**src/rtl/paralelo_serie_tx_pkg.sv**
```systemverilog
// Shared constants and FSM state encoding for the parallel-to-serial link transmitter.
package paralelo_serie_tx_pkg;

  localparam int         BYTE_W       = 8;
  localparam int         PREAMBLE_LEN = 4;
  localparam logic [7:0] COMMA_BYTE   = 8'hBC;

  typedef enum logic {
    PREAMBLE = 1'b0,
    ACTIVE   = 1'b1
  } state_t;

endpackage

```
**src/rtl/paralelo_serie_tx.sv**
```systemverilog
// Byte-to-serial transmitter: 4-comma preamble, then one byte per 8-cycle slot, MSB first.
// Optional PARALELO_SERIE_FRAME_EN adds frame_out, high on the MSB cycle of every slot.
module paralelo_serie_tx
  import paralelo_serie_tx_pkg::*;
(
  input  logic              clk_8f,
  input  logic              reset,
  input  logic [BYTE_W-1:0] data_in,
  input  logic              valid_in,
  output logic              ready_out,
  output logic              active_out,
  output logic              data_out
`ifdef PARALELO_SERIE_FRAME_EN
  ,
  output logic              frame_out
`endif
);

  state_t            state;
  logic [1:0]        sync_cnt;
  logic [2:0]        bit_cnt;
  logic [BYTE_W-1:0] shreg;

  always_ff @(posedge clk_8f) begin
    if (reset) begin
      // bit_cnt=7 makes the first edge after release a load edge
      state    <= PREAMBLE;
      sync_cnt <= 2'd0;
      bit_cnt  <= 3'd7;
      shreg    <= '0;
    end else if (bit_cnt == 3'd7) begin
      bit_cnt <= 3'd0;
      case (state)
        PREAMBLE: begin
          shreg    <= COMMA_BYTE;
          sync_cnt <= sync_cnt + 2'd1;
          if (sync_cnt == 2'(PREAMBLE_LEN - 1)) state <= ACTIVE;
        end
        ACTIVE: shreg <= valid_in ? data_in : COMMA_BYTE;
        default: state <= PREAMBLE;
      endcase
    end else begin
      bit_cnt <= bit_cnt + 3'd1;
      shreg   <= {shreg[BYTE_W-2:0], 1'b0};
    end
  end

  assign data_out   = shreg[BYTE_W-1];
  assign active_out = (state == ACTIVE);
  assign ready_out  = (state == ACTIVE) && (bit_cnt == 3'd7);

`ifdef PARALELO_SERIE_FRAME_EN
  assign frame_out = (bit_cnt == 3'd0) && !reset;
`endif

endmodule

```
**config.mk**
```make
export PLATFORM = sky130hd
export DESIGN_NAME = paralelo_serie_tx
export DESIGN_NICKNAME = d
export VERILOG_FILES = /design/src/rtl/paralelo_serie_tx_pkg.sv /design/src/rtl/paralelo_serie_tx.sv
export SDC_FILE = /design/constraint.sdc
export NUM_CORES = 1
export LEC_CHECK = 0
export BUFFER_PORTS_ARGS = -buffer_cell sky130_fd_sc_hd__buf_2
export CAP_MARGIN = 20
export CORE_MARGIN = 2
export CORE_UTILIZATION = 30
export CTS_BUF_LIST = sky130_fd_sc_hd__clkbuf_8 sky130_fd_sc_hd__clkbuf_16
export CTS_CLUSTER_SIZE = 10
export DETAILED_ROUTE_END_ITERATION = 6
export PLACE_DENSITY = 0.57
export RECOVER_POWER = 100
export REMOVE_ABC_BUFFERS = 1
export SETUP_SLACK_MARGIN = 0.15
export SYNTH_ARGS = -nofsm -noshare
export SYNTH_HDL_FRONTEND = slang
export SYNTH_SLANG_ARGS = --single-unit
```
**constraint.sdc**
```tcl
create_clock -name clk_8f -period 1.3 [get_ports clk_8f]
set_input_delay 0.065 -clock clk_8f [delete_from_list [all_inputs] [get_ports clk_8f]]
set_output_delay 0.065 -clock clk_8f [all_outputs]
set_load 0.02 [all_outputs]
```
* Yosys cells after proc, flatten, opt, wreduce, memory -nomap -nowiden
Index checks and enable logic that the tools add are counted.
** Word-level totals
- Flip-flop bits (word level) :: 14
- Input port bits :: 11
- Logic and storage cells :: 20
** Cells by class
- Add/sub/neg operators :: 2
- Equal/unequal tests :: 2
- Muxes and demuxes :: 6
- Bitwise operators :: 2
- Reductions and logical operators :: 3
** Operator list (count)
- 8-bit two-way mux :: 2
- 8-bit one-hot mux with 2 select lines :: 1
- 3-bit by 1-bit adder with 3-bit output, second input constant :: 1
- 3-bit == test, second input constant :: 1
- 3-bit two-way mux :: 1
- 2-bit by 1-bit adder with 2-bit output, second input constant :: 1
- 2-bit == test, second input constant :: 1
- 1-bit two-way mux :: 2
- 1-bit NOT :: 2
- 2-bit AND reduction :: 1
- 2-bit OR reduction :: 1
- 1-bit logical AND :: 1

* Longest topological paths before layout
- Depth in word-level cells :: 3
- Mapped depth :: 6
- Depth with buffers taken out :: 5

* Least setup slack after synthesis
OpenSTA, ideal clock, no wires.
- Path kind :: register to register
- From :: reg bit_cnt[0]
- To :: reg sync_cnt[1]
- Arrival time :: 1.095 ns
- Path slack :: 0.087 ns
- Stages on the path, launching flop included :: 7
- Period minus slack after synthesis :: 1.213 ns
- Cells stage by stage :: dfxtp_1 -> ha_1 -> ha_1 -> buf_6 -> nor2b_4 -> mux2i_1 -> nor2_1
** On the way
- Cells in the longest elaborated chain, start to end :: 2
** RTL lines
- from (decl) :: line paralelo_serie_tx.sv:21 : logic [2:0] bit_cnt;
- from (signal assigned) :: line paralelo_serie_tx.sv:43 : bit_cnt <= bit_cnt + 3'd1;
- 3-bit == test :: line paralelo_serie_tx.sv:31 : end else if (bit_cnt == 3'd7) begin
- 2-bit AND reduction (no line)
- to (signal assigned) :: line paralelo_serie_tx.sv:36 : sync_cnt <= sync_cnt + 2'd1;
- to (decl) :: line paralelo_serie_tx.sv:20 : logic [1:0] sync_cnt;
No other way between the ends.
A chain may end at the register's enable or synchronous reset.

* Worst setup path in the final report
- From :: reg bit_cnt[0]
- To :: out ready_out
** On the way
- Cells in the longest elaborated chain, start to end :: 2
** RTL lines
- 3-bit == test :: line paralelo_serie_tx.sv:50 : assign ready_out = (state == ACTIVE) && (bit_cnt == 3'd7);
- 1-bit logical AND :: line paralelo_serie_tx.sv:50
- to (decl) :: line paralelo_serie_tx.sv:10 : output logic ready_out,
No other way between the ends.

==> metrics.md <==
| Metric | Value |
|---|---|
| Outcome | `complete, but fails checks` |
| Failing checks | `setup timing` |
| HPWL Detailed | `687 um` |
| Share of layout cells above drive strength 1 | `0.533` |
| Vias/cell | `4.41` |
| Post-synth top area share | `0.511` |
| Via count | `441` |
| Final Routed Wirelength | `1130 um` |
| Gate count after technology mapping | `55` |
| Delay-heaviest family, CP | `flip-flops` |
| Die Y | `46.7 um` |
| Vias in the first global route | `385` |
| Initial antenna violation count | `0` |
| Mean Syn Cell Area | `9.96 um2` |
| Fmax | `753 MHz` |
| EDFF count, synth | `0` |
| CTS tree | `built` |
| Crit-path max cell delay | `0.33 ns` |
| Wirelength per Cell | `11.3 um` |
| Leak Pwr | `0.000329 uW` |
| Clock Skew | `0.00248 ns` |
| Seq/Total Area, Yosys | `0.511` |
| Final net count | `90` |
| Worst Setup Path Type | `flop to output pin` |
| Clock sink count | `14` |
| Cell area after synthesis | `548 um2` |
| Yosys top cell by area | `dfxtp_1` |
| Full die area | `2180 um2` |
| Diodes inserted | `0` |
| Core Area | `1730 um2` |
| Worst Path Max Fanout | `2` |
| Crit path time final | `1.33 ns` |
| Global-route wire length before repair | `1700 um` |
| Most used DFF post-synth | `dfxtp_1` |
| Total GRT Usage | `0.116` |
| Startpoint types | `flop` |
| Most frequent cells after synthesis | `dfxtp_1 (14), nor2_1 (13), a211oi_1 (5)` |
| Synth area leaders | `dfxtp_1 (51%), nor2_1 (8.9%), a211oi_1 (6.8%), ha_1 (6.8%), a21oi_1 (2.7%)` |
| Final Instance Area | `816 um2` |
| Cts bufs inserted | `3` |
| Synth-to-Final Area Change | `48.9%` |
| Worst setup EP type | `output pin` |
| Clock transition at path regs | `0.06 ns` |
| Total gr overflow | `0` |
| Slew headroom | `0.762` |
| Die X | `46.7 um` |
| Core Rows | `15` |
| Setup violations, final | `1` |
| GPL Wtd Cong | `0.682` |
| Slowest-stage cell, CP | `dfxtp_2` |
| Pwr per Cell Area | `1690 nW/um2` |
| Hold Crit Class | `primary input to flop` |
| Largest net degree at the start of global routing | `15` |
| Starting Density | `0.317` |
| Final count of hold timing violations | `0` |
| Clock latency on the worst-skew pair | `0.24 ns` |
| Yosys warns | `0` |
| Root Buffer | `clkbuf_8` |
| Max IR drop VDD | `0.000777 V` |
| Antenna Nets Post-Route | `0` |
| Buffers added on ports | `13` |
| DRT Pass-1 Iters | `4` |
| Pre-CTS setup slack | `0.0788 ns` |
| RSZ-0062 raised after global routing | `yes` |
| Post-synth ARST share | `0` |
| Hold_buf cts | `0` |
| Placed insts | `93` |
| Crit-path cells | `ha_4 > ha_4 > buf_6 > and2_4 > buf_6` |
| Arr. time, crit path | `1.26 ns` |
| Fin. max-slew vios | `0` |
| Unique masters post-synth | `19` |
| Buf/Inv on CP | `2` |
| CTS Buffer Depth | `2` |
| Initial drt markers | `5` |
| Total power | `1380 uW` |
| Post-route DRC | `0` |
| Seq cells post-synth | `14` |
| Count leader, synth | `dfxtp_1` |
| Hold WS | `0.0434 ns` |
| Max cap viols | `0` |
| Placed Instance Area | `637 um2` |
| Htree depth | `1` |
| Final worst-path cycle share | `1.02` |
| Data required time at the worst endpoint | `1.24 ns` |
| Least-Margin Pin Slew | `0.357 ns` |
| Ports | `14` |
| Final Non-Filler Cells | `100` |
| Post-route setup slack | `-0.0285 ns` |
[sequential cells by signal, summed over array words and instances (netlist names)]
register and cells:
bit_cnt 3, active_out 1, shreg 8, sync_cnt 2
[path summary, 6_finish.rpt]
| kind | endpoint | startpoint | slack, ns | cells after the start |
|---|---|---|---|---|
| setup reg to reg | shreg[6] | bit_cnt[0] | 0.02 | 6 |
| hold reg to reg | bit_cnt[0] | bit_cnt[0] | 0.45 | 1 |
| setup / recovery | ready_out | bit_cnt[0] | -0.03 | 5 |
| hold / removal | shreg[0] | data_in[0] | 0.04 | 3 |
[cells by family after synthesis]
family,count (synthesis),synth area share
mux,1,0.0183
fa+ha+maj,3,0.0685
xor+xnor,1,0.0160
flops,14,0.511
compound gates,9,0.110
simple gates,24,0.221
buf+inv,3,0.0548
[layout make-up]
| class | count | area, um2 |
|---|---|---|
| Sequential cell | 14 | 283 |
| Timing Repair Buffer | 19 | 121 |
| Multi-Input combinational cell | 38 | 325 |
| Clock buffer | 4 | 55.1 |
| Tap cell | 25 | 31.3 |
| Fill cell | 175 | 911 |
[worst register-to-register path, delay by kind of cell (launching register included)]
family                   cells  cell delay [ns]
flip-flops                   1             0.33
buffers and inverters        2             0.32
adder cells (fa/ha/maj)      2             0.32
AND/OR/NAND/NOR              1             0.15
AO/OA/AOI/OAI                1             0.11
[layout by cell type (no fill, tap or decap), drive strengths merged]
| cell type | count |
|---|---|
| nor3 | 1 |
| and2 | 1 |
| nor2b | 1 |
| nand2 | 2 |
| mux2i | 1 |
| a21oi | 3 |
| clkbuf | 6 |
| buf | 17 |
| o21bai | 1 |
| ha | 3 |
| nand4 | 2 |
| a211oi | 5 |
| nor2 | 13 |
| dfxtp | 14 |
| nand2b | 2 |
| or2 | 2 |
| xnor2 | 1 |
[stage by stage]
stage / setup TNS (ns) / util
2_1_floorplan: -0.206 / -
6_report: -0.0285 / 0.472
3_3_place_gp: 0 / 0.369
3_5_place_dp: 0 / 0.369
5_1_grt: -0.0968 / 0.472
4_1_cts: -0.0205 / 0.475
[metal layers]
metal / share of wire / GRT usage / wire length, um / up-vias
met5: 0 / 0 / 0 / -
met4: 0.017 / 0.0500 / 19 / 0
met3: 0.044 / 0.0577 / 50 / 2
met2: 0.47 / 0.164 / 533 / 13
met1: 0.46 / 0.149 / 523 / 201
li1: - / - / - / 225
[report_power, final]
part / internal [uW] / switching [uW] / total (uW)
Sequential: 502 / 45.4 / 547
Clock: 268 / 152 / 420
Combinational: 230 / 180 / 411
Total: 1000 / 378 / 1380
[timing repair]
action,in CTS,in global routing
setup buffers,2,0
gates resized for setup,27,3
cloned,1,0
pin swaps,5,2
endpoints found under the setup margin,12,13
endpoints found under the hold margin,0,0
Note: power is estimated with default switching activity, not from simulation.
